## config.mk

```make
export PLATFORM = sky130hd
export DESIGN_NAME = mesh_out_arbiter
export DESIGN_NICKNAME = d
export VERILOG_FILES = /design/src/rtl/mesh_arb_pkg.sv /design/src/rtl/mesh_out_arbiter_rr.sv /design/src/rtl/mesh_out_arbiter.sv
export SDC_FILE = /design/constraint.sdc
export NUM_CORES = 1
export LEC_CHECK = 0
export CAP_MARGIN = 20
export CELL_PAD_IN_SITES_DETAIL_PLACEMENT = 0
export CELL_PAD_IN_SITES_GLOBAL_PLACEMENT = 1
export CORE_MARGIN = 2
export CORE_UTILIZATION = 25
export DETAILED_ROUTE_END_ITERATION = 10
export GPL_ROUTABILITY_DRIVEN = 0
export PLACE_DENSITY = 0.84
export SETUP_SLACK_MARGIN = 0.3
export SLEW_MARGIN = 40
export SYNTH_ARGS = -nofsm -noshare
export SYNTH_HDL_FRONTEND = slang
export SYNTH_SLANG_ARGS = --single-unit
```

## constraint.sdc

```tcl
create_clock -name clk -period 5.5 [get_ports clk]
set_clock_uncertainty 0.2 [all_clocks]
set_input_delay 1.1 -clock clk [delete_from_list [all_inputs] [get_ports clk]]
set_output_delay 1.1 -clock clk [all_outputs]
set_load 0.05 [all_outputs]
```

## src/rtl/mesh_arb_pkg.sv

```systemverilog
// Shared types, default sizes and the round-robin pick function for the mesh output arbiter.
// Latency: n/a (package). Backpressure: n/a.
// Optional MESH_ARB_CNT_EN (used by mesh_out_arbiter) adds per-input grant counters.
package mesh_arb_pkg;

    localparam int PKG_SZ_DEF = 40;
    localparam int NUM_IN_DEF = 4;
    localparam int MAX_IN     = 16;
    localparam int MAX_IDX_W  = 4;

    // Output-register occupancy; EMPTY maps directly onto out_pndng=0.
    typedef enum logic {
        ST_EMPTY = 1'b0,
        ST_FULL  = 1'b1
    } arb_state_e;

    typedef struct packed {
        logic                 vld;
        logic [MAX_IDX_W-1:0] idx;
    } pick_t;

    // First requester found scanning upward from last+1, wrapping at n.
    function automatic pick_t rr_pick(input logic [MAX_IN-1:0]    req,
                                      input logic [MAX_IDX_W-1:0] last,
                                      input int unsigned          n);
        pick_t       p;
        int unsigned j;
        p = '0;
        for (int unsigned k = 1; k <= MAX_IN; k++) begin
            if (k <= n) begin
                j = (int'(last) + k) % n;
                if (!p.vld && req[j]) begin
                    p.vld = 1'b1;
                    p.idx = MAX_IDX_W'(j);
                end
            end
        end
        return p;
    endfunction

endpackage

```

## src/rtl/mesh_out_arbiter_rr.sv

```systemverilog
// Combinational round-robin priority rotation over NUM_IN requests.
// Latency: 0 cycles (pure combinational).
// Backpressure: none here; the caller gates the grant with its slot-free condition.
module rr_arbiter
    import mesh_arb_pkg::*;
#(
    parameter int NUM_IN = NUM_IN_DEF
) (
    input  logic [NUM_IN-1:0]         req,
    input  logic [$clog2(NUM_IN)-1:0] last,
    output logic [NUM_IN-1:0]         gnt_onehot,
    output logic [$clog2(NUM_IN)-1:0] gnt_idx,
    output logic                      gnt_vld
);

    localparam int IDX_W = $clog2(NUM_IN);

    logic [MAX_IN-1:0]    req_ext;
    logic [MAX_IDX_W-1:0] last_ext;
    pick_t                pick;
    logic                 unused_idx_hi;

    // Widen to the package's fixed search width, then pick the winner.
    always_comb begin
        req_ext                = '0;
        req_ext[NUM_IN-1:0]    = req;
        last_ext               = '0;
        last_ext[IDX_W-1:0]    = last;
        pick                   = rr_pick(req_ext, last_ext, NUM_IN);
    end

    // Upper index bits are always zero for NUM_IN below the maximum.
    assign unused_idx_hi = ^pick.idx;

    assign gnt_vld = pick.vld;
    assign gnt_idx = pick.idx[IDX_W-1:0];

    // Decode the winner index into a one-hot grant vector.
    always_comb begin
        gnt_onehot = '0;
        for (int i = 0; i < NUM_IN; i++) begin
            if (pick.vld && (gnt_idx == IDX_W'(i))) gnt_onehot[i] = 1'b1;
        end
    end

endmodule

```

## src/rtl/mesh_out_arbiter.sv

```systemverilog
// Round-robin arbiter for one mesh router output port feeding a one-entry output register.
// Latency: 1 cycle from in_pndng to out_pndng when the slot is free; 1 packet/cycle sustained.
// Backpressure: output full and no out_pop -> no in_pop, all state holds. MESH_ARB_CNT_EN adds grant_cnt.
module mesh_out_arbiter
    import mesh_arb_pkg::*;
#(
    parameter int NUM_IN = NUM_IN_DEF,
    parameter int pkg_sz = PKG_SZ_DEF,
    parameter int CNT_W  = 16
) (
    input  logic                       clk,
    input  logic                       reset,
    input  logic [NUM_IN-1:0]          in_pndng,
    input  logic [NUM_IN*pkg_sz-1:0]   in_data,
    output logic [NUM_IN-1:0]          in_pop,
    output logic                       out_pndng,
    output logic [pkg_sz-1:0]          out_data,
    input  logic                       out_pop,
    output logic [$clog2(NUM_IN)-1:0]  grant_id
`ifdef MESH_ARB_CNT_EN
    ,
    output logic [NUM_IN*CNT_W-1:0]    grant_cnt
`endif
);

    localparam int IDX_W = $clog2(NUM_IN);

    arb_state_e                      state_q;
    logic [pkg_sz-1:0]               data_q;
    logic [IDX_W-1:0]                gid_q;

    logic [NUM_IN-1:0][pkg_sz-1:0]   in_arr;
    logic [NUM_IN-1:0]               gnt_onehot;
    logic [IDX_W-1:0]                gnt_idx;
    logic                            gnt_vld;
    logic                            slot_free;
    logic                            grant;

    assign in_arr = in_data;

    rr_arbiter #(
        .NUM_IN (NUM_IN)
    ) u_rr (
        .req        (in_pndng),
        .last       (gid_q),
        .gnt_onehot (gnt_onehot),
        .gnt_idx    (gnt_idx),
        .gnt_vld    (gnt_vld)
    );

    // A grant may only land when the register is empty or drains this edge.
    always_comb begin
        slot_free = (state_q == ST_EMPTY) || out_pop;
        grant     = slot_free && gnt_vld && !reset;
        in_pop    = grant ? gnt_onehot : '0;
    end

    // Output register FSM: EMPTY fills on grant; FULL refills on grant or empties on a bare pop.
    always_ff @(posedge clk or posedge reset) begin
        if (reset) begin
            state_q <= ST_EMPTY;
            data_q  <= '0;
            gid_q   <= IDX_W'(NUM_IN - 1);
        end else begin
            case (state_q)
                ST_EMPTY: begin
                    if (grant) begin
                        state_q <= ST_FULL;
                        data_q  <= in_arr[gnt_idx];
                        gid_q   <= gnt_idx;
                    end
                end
                ST_FULL: begin
                    if (grant) begin
                        data_q  <= in_arr[gnt_idx];
                        gid_q   <= gnt_idx;
                    end else if (out_pop) begin
                        state_q <= ST_EMPTY;
                    end
                end
                default: state_q <= ST_EMPTY;
            endcase
        end
    end

    assign out_pndng = (state_q == ST_FULL);
    assign out_data  = data_q;
    assign grant_id  = gid_q;

`ifdef MESH_ARB_CNT_EN
    logic [NUM_IN-1:0][CNT_W-1:0] cnt_q;

    // Per-input grant counters, saturating at all-ones.
    always_ff @(posedge clk or posedge reset) begin
        if (reset) begin
            cnt_q <= '0;
        end else begin
            for (int i = 0; i < NUM_IN; i++) begin
                if (in_pop[i] && (cnt_q[i] != {CNT_W{1'b1}})) cnt_q[i] <= cnt_q[i] + 1'b1;
            end
        end
    end

    assign grant_cnt = cnt_q;
`endif

`ifndef SYNTHESIS
    a_pop_onehot0: assert property (@(posedge clk) disable iff (reset) $onehot0(in_pop));
    a_pop_pndng:   assert property (@(posedge clk) disable iff (reset) (in_pop & ~in_pndng) == '0);
    a_pop_bp:      assert property (@(posedge clk) disable iff (reset)
                                    (out_pndng && !out_pop) |-> (in_pop == '0));
`endif

endmodule
```

======== After elaboration in Yosys (flattened, before gate mapping) ========
Index checks and enable logic that the tools add are counted.
cells by class
  add/subtract/negate cells ............... 4
  $mul .................................... 0
  div/mod/pow operators ................... 0
  magnitude comparators ................... 5
  eq/ne operators ......................... 3
  shift operators ......................... 0
  mux-type cells .......................... 25
  bitwise logic cells ..................... 1
  reduce and logical (&&, ||, !) cells .... 15
operator list
  kind                   count
  $bmux W40 S2           1
  $mux W40               2
  $lt A2 B5 Y1 const B   4
  $mux W5                4
  $mux W1                11
  $logic_and A1 B1 Y1    9
  $bmux W1 S2            4
  $add A2 B1 Y2 const B  2
  $add A2 B2 Y2 const B  2
  $eq A2 B2 Y1 const B   2
  $logic_not A1 Y1       4
  $mux W4                1
  $lt A2 B3 Y1 const B   1
  $eq A2 B1 Y1 const B   1
  $logic_not A2 Y1       1
  $mux W2                1
  $pmux W1 S2            1
  $logic_or A1 B1 Y1     1
  $not A1 Y1             1
word-level totals
  bits in registers ....................... 43
  bits in latches ......................... 0
  RAM bits ................................ 0
  bits in read-only memories .............. 0
  bits of input ports ..................... 167
  output and inout bits ................... 47
  logic and storage cells ................. 56
  memories kept ........................... 0

======== Longest topological paths before layout ========
  depth in word-level cells ............... 17
  gate-level depth with buffers ........... 8

======== Modules after synthesis ========
Synthesis repeated with hierarchy kept, for this count alone.
unflattened totals
  cells, all modules ...................... 176
  area, all modules ....................... 2793.9 sq um
modules (own cells, without submodules)
  module            instances  cells an instance  area each (sq um)  sequential area each (sq um)
  mesh_out_arbiter  1          149                2635.0             1078.5
  rr_arbiter        1          27                 158.9              0.0

======== Worst setup path before layout ========
OpenSTA, ideal clock, no wires.
  kind .................................... input to output
  start ................................... in in_pndng[3]
  end ..................................... out in_pop[3]
  arrival ................................. 3037 ps
  data required time ...................... 4200 ps
  slack ................................... 1163 ps
  stages on the path ...................... 6
  cell sequence ........................... nor2_1 > a21oi_1 > nand2_1 > clkbuf_1 > buf_1 > nor3_1
on the way
  longest elaborated chain between the ends .. 16
RTL lines
  item                           line                       source
  start, declared                mesh_out_arbiter.sv:13     input logic [NUM_IN-1:0] in_pndng,
  $bmux W1 S2                    mesh_arb_pkg.sv:32         if (!p.vld && req[j]) begin
  $mux W1 (implied by the code)  mesh_arb_pkg.sv:32
  $mux W5                        mesh_arb_pkg.sv:32
  $logic_not A1 Y1               mesh_arb_pkg.sv:32
  $logic_and A1 B1 Y1            mesh_arb_pkg.sv:32
  $mux W5                        mesh_arb_pkg.sv:32
  $logic_not A1 Y1               mesh_arb_pkg.sv:32
  $logic_and A1 B1 Y1            mesh_arb_pkg.sv:32
  $mux W5                        mesh_arb_pkg.sv:32
  $logic_not A1 Y1               mesh_arb_pkg.sv:32
  $logic_and A1 B1 Y1            mesh_arb_pkg.sv:32
  $mux W5 *                      mesh_arb_pkg.sv:32
  $eq A2 B2 Y1                   mesh_out_arbiter_rr.sv:42  if (pick.vld && (gnt_idx == IDX_W'(i))) gnt_onehot[i] = 1'b1;
  $logic_and A1 B1 Y1            mesh_out_arbiter_rr.sv:42
  $mux W1                        mesh_out_arbiter_rr.sv:42
  $mux W4 *                      mesh_out_arbiter.sv:55     in_pop = grant ? gnt_onehot : '0;
  end, declared                  mesh_out_arbiter.sv:15     output logic [NUM_IN-1:0] in_pop,
Every way passes the cells marked *; elsewhere a longest branch is shown, timed or not. The select of a mux whose other input is x is not followed.

======== Worst setup path after layout ========
  start ................................... in in_pndng[3]
  end ..................................... out in_pop[0]
on the way
  longest elaborated chain between the ends .. 16
RTL lines
  item                           line
  $bmux W1 S2                    mesh_arb_pkg.sv:32
  $mux W1 (implied by the code)  mesh_arb_pkg.sv:32
  $mux W5                        mesh_arb_pkg.sv:32
  $logic_not A1 Y1               mesh_arb_pkg.sv:32
  $logic_and A1 B1 Y1            mesh_arb_pkg.sv:32
  $mux W5                        mesh_arb_pkg.sv:32
  $logic_not A1 Y1               mesh_arb_pkg.sv:32
  $logic_and A1 B1 Y1            mesh_arb_pkg.sv:32
  $mux W5                        mesh_arb_pkg.sv:32
  $logic_not A1 Y1               mesh_arb_pkg.sv:32
  $logic_and A1 B1 Y1            mesh_arb_pkg.sv:32
  $mux W5 *                      mesh_arb_pkg.sv:32
  $logic_not A2 Y1               mesh_out_arbiter_rr.sv:42
  $logic_and A1 B1 Y1            mesh_out_arbiter_rr.sv:42
  $mux W1                        mesh_out_arbiter_rr.sv:42
  $mux W4 *                      mesh_out_arbiter.sv:55
Marked as above.

==> out/results.ini <==
[timing]
timing.hold.ws_ns=0.298
relSlewSlack=0.627
maxSlewViolCount=0
worstMarginPinSlew_ns=0.560
finalSetupTns_ns=0
timing.fmax_mhz=227
layout_min_cycle_time_ns=4.41
rsz0062_at_grt=false
finalCritPeriodShare=0.802
setup_viol=0
timing_hold_violations_final=0

[logic_synthesis]
synth_simple_gate_area_frac=0.251
yosys.area.top_type=dfrtp_1
yosys.area.top_type_share=0.363
muxShareOfSynthArea=0
synth_fp_nets=491
ys_seq_area_frac=0.381
synthAdderAreaFrac=0
avgSynthCellArea_um2=8.73
synth_top_family_by_area=compound AO/OA/AOI/OAI gates
yosysUniqueCellTypes=34
syn-cell-area_um2=2830
synth_compound_area_frac=0.303
synthCells=324
synth_xor_area_frac=0
synth_area_leaders=dfrtp_1, a221o_1, o32a_1, and3_1, nor2_1
ys_ff_latch=43
synth_warnings=0

[critical_path]
cp_num_buf_inv=3
cp-startpoint=in_pndng[3]
worst-r2r-setup-slack_ns=3.06
critPathMaxFanout=29
path_depth=7
cp_top_family=buffers and inverters
path_common_cell=buf_4
cp-end-kind=primary output
slowest_stage=clkdlybuf4s50_1
r2r_start=grant_id[0]
arrival_ns=3.11
criticalPathCategory=input port to primary output
slowest_delay_ns=0.51
rr_worst_depth=6
setup.worst_path.start_class=input port
critPathRequiredTime_ns=4.20
crit_chain=clkdlybuf4s50_1, nor2_1, a22oi_1, o2bb2ai_2, buf_4, and2_1, buf_4
r2r_end=out_data[33]

[cts]
clk-insertion-delay-late_ns=0.27
cts_tree=done
numCtsBuffers=5
clk_path_buf_depth=2
cts_resized=0
post_cts_buffers=0
clockRootBuffer=clkbuf_16
path_clk_slew_ns=0.06
htree_levels=2
clock-sinks=43
cts_hold_buf=0

[routing]
routed-via-count=3411
wl_per_cell_um=17.0
dr.pass1.iters=4
drt-total-wl_mm=11.2
drt_iter0_markers=143
via_per_inst=5.20
remaining_drc_errors=0
ant_nets=0

[layout]
drive_gt1_frac=0.0581
instances_no_fill=656
diodes=0
postLayoutCellArea_um2=5210
layout_commonest_cell=clkdlybuf4s50_1
fill_cells=1061
fin_nets=684
final_cell_mix=clkdlybuf4s50_1, nor2_1, dfrtp_1
syn2layout_area_growth_pct=84.2

[global_route]
grt_antenna_before_repair=0
grt_pass1_wl_mm=16.5
grt_pass1_vias=3431
track_usage=0.176
grt_max_degree=58
overflow=0

[die]
die-area_um2=12200
io_pins=214
rows=38
dieHeight_um=110
initial_core_util=0.259
core_um2=10900
fp.dieW_um=110

[place]
dp_hpwl_mm=8.34
place_area_um2=5070
placed_cells=650
port-buffer-count=213

[power_and_ir_drop]
p_leak_nw=2.06
irDropWorstVdd_mv=0.142
power_density_nw_per_um2=347

[hold_path]
hold_path.class=flip-flop to flip-flop
min_path_cells=1
hold-path-endpoint=out_data[7]
hp-start=out_data[7]

[run]
drv_cap=0

[outcome]
outcome=completed

power breakdown:
group	leakage [nW]	internal [mW]	total, mW	switching, mW
logic	1.52	0.420	1.06	0.638
clock network	0.0628	0.163	0.277	0.113
registers	0.482	0.410	0.471	0.0607
total	2.06	0.994	1.81	0.813
worst reg2reg max path, cell delays in order (launching register included):
cell and delay (ns):
dfstp_2 0.62, nand2b_4 0.19, o21ai_0 0.15, a211oi_4 0.28
buf_4 0.40, nor2_1 0.13, o32a_1 0.36
per-stage QoR:
stage	worst slack (ns)	utilization	total power, mW
floorplan	1.16	-	1.13
global placement	1.14	0.464	1.53
detailed placement	1.08	0.464	1.54
CTS	1.07	0.476	1.83
global route	0.946	0.476	1.91
finish	1.09	0.476	1.81
layer usage:
metal / global-route usage / up-vias / share of wire
li1: - / 1629 / -
met1: 0.193 / 1601 / 0.38
met2: 0.327 / 167 / 0.50
met3: 0.0500 / 14 / 0.10
met4: 0.0536 / 0 / 0.017
met5: 0 / - / 0
cells in the mapped netlist:
cell and n:
and2_1 4, a21oi_1 4, dfrtp_1 41, buf_2 5, o311a_1 1, o2bb2ai_1 1, o21ai_0 5, and3_1 28
and2_4 1, a21o_1 1, o32a_1 28, nor3_1 3, nand2b_1 2, buf_6 3, a211oi_1 1, a311oi_1 1
nor2_1 45, dfstp_2 2, a211o_1 1, nand2b_4 1, nor2b_1 1, buf_1 2, a211oi_2 1, nand3b_1 12
a221o_1 28, nand2_1 32, or2_2 1, clkbuf_1 25, nor3b_1 1, a221oi_1 12, a22oi_1 1, a31oi_1 12
nand3_1 12, inv_1 6
area by class of cell:
cell class              instances  area [um^2]  area share
well taps                     140          175      0.0336
inverters                       6         25.0     0.00481
clock buffers                   6          129      0.0247
multi-input cells             240         1610       0.308
repair buffers                221         2190       0.421
flip-flops and latches         43         1080       0.207
worst max-delay path by stage:
stage,end
global placement,in_pop[0]
global route,in_pop[0]
CTS,in_pop[0]
finish,in_pop[0]
floorplan,in_pop[3]
detailed placement,in_pop[0]
cells by family (layout without fill, tap and decap cells):
logic type             count (synthesis)  count (layout)
AO/OA/AOI/OAI                         97              97
AND/OR/NAND/NOR                      143             143
flip-flops                            43              43
buffers and inverters                 41             233
state kept, by name, indices dropped and copies added (netlist names):
name,cells
grant_id,2
out_pndng,1
out_data,40
Power figures use the tool's default switching activity.
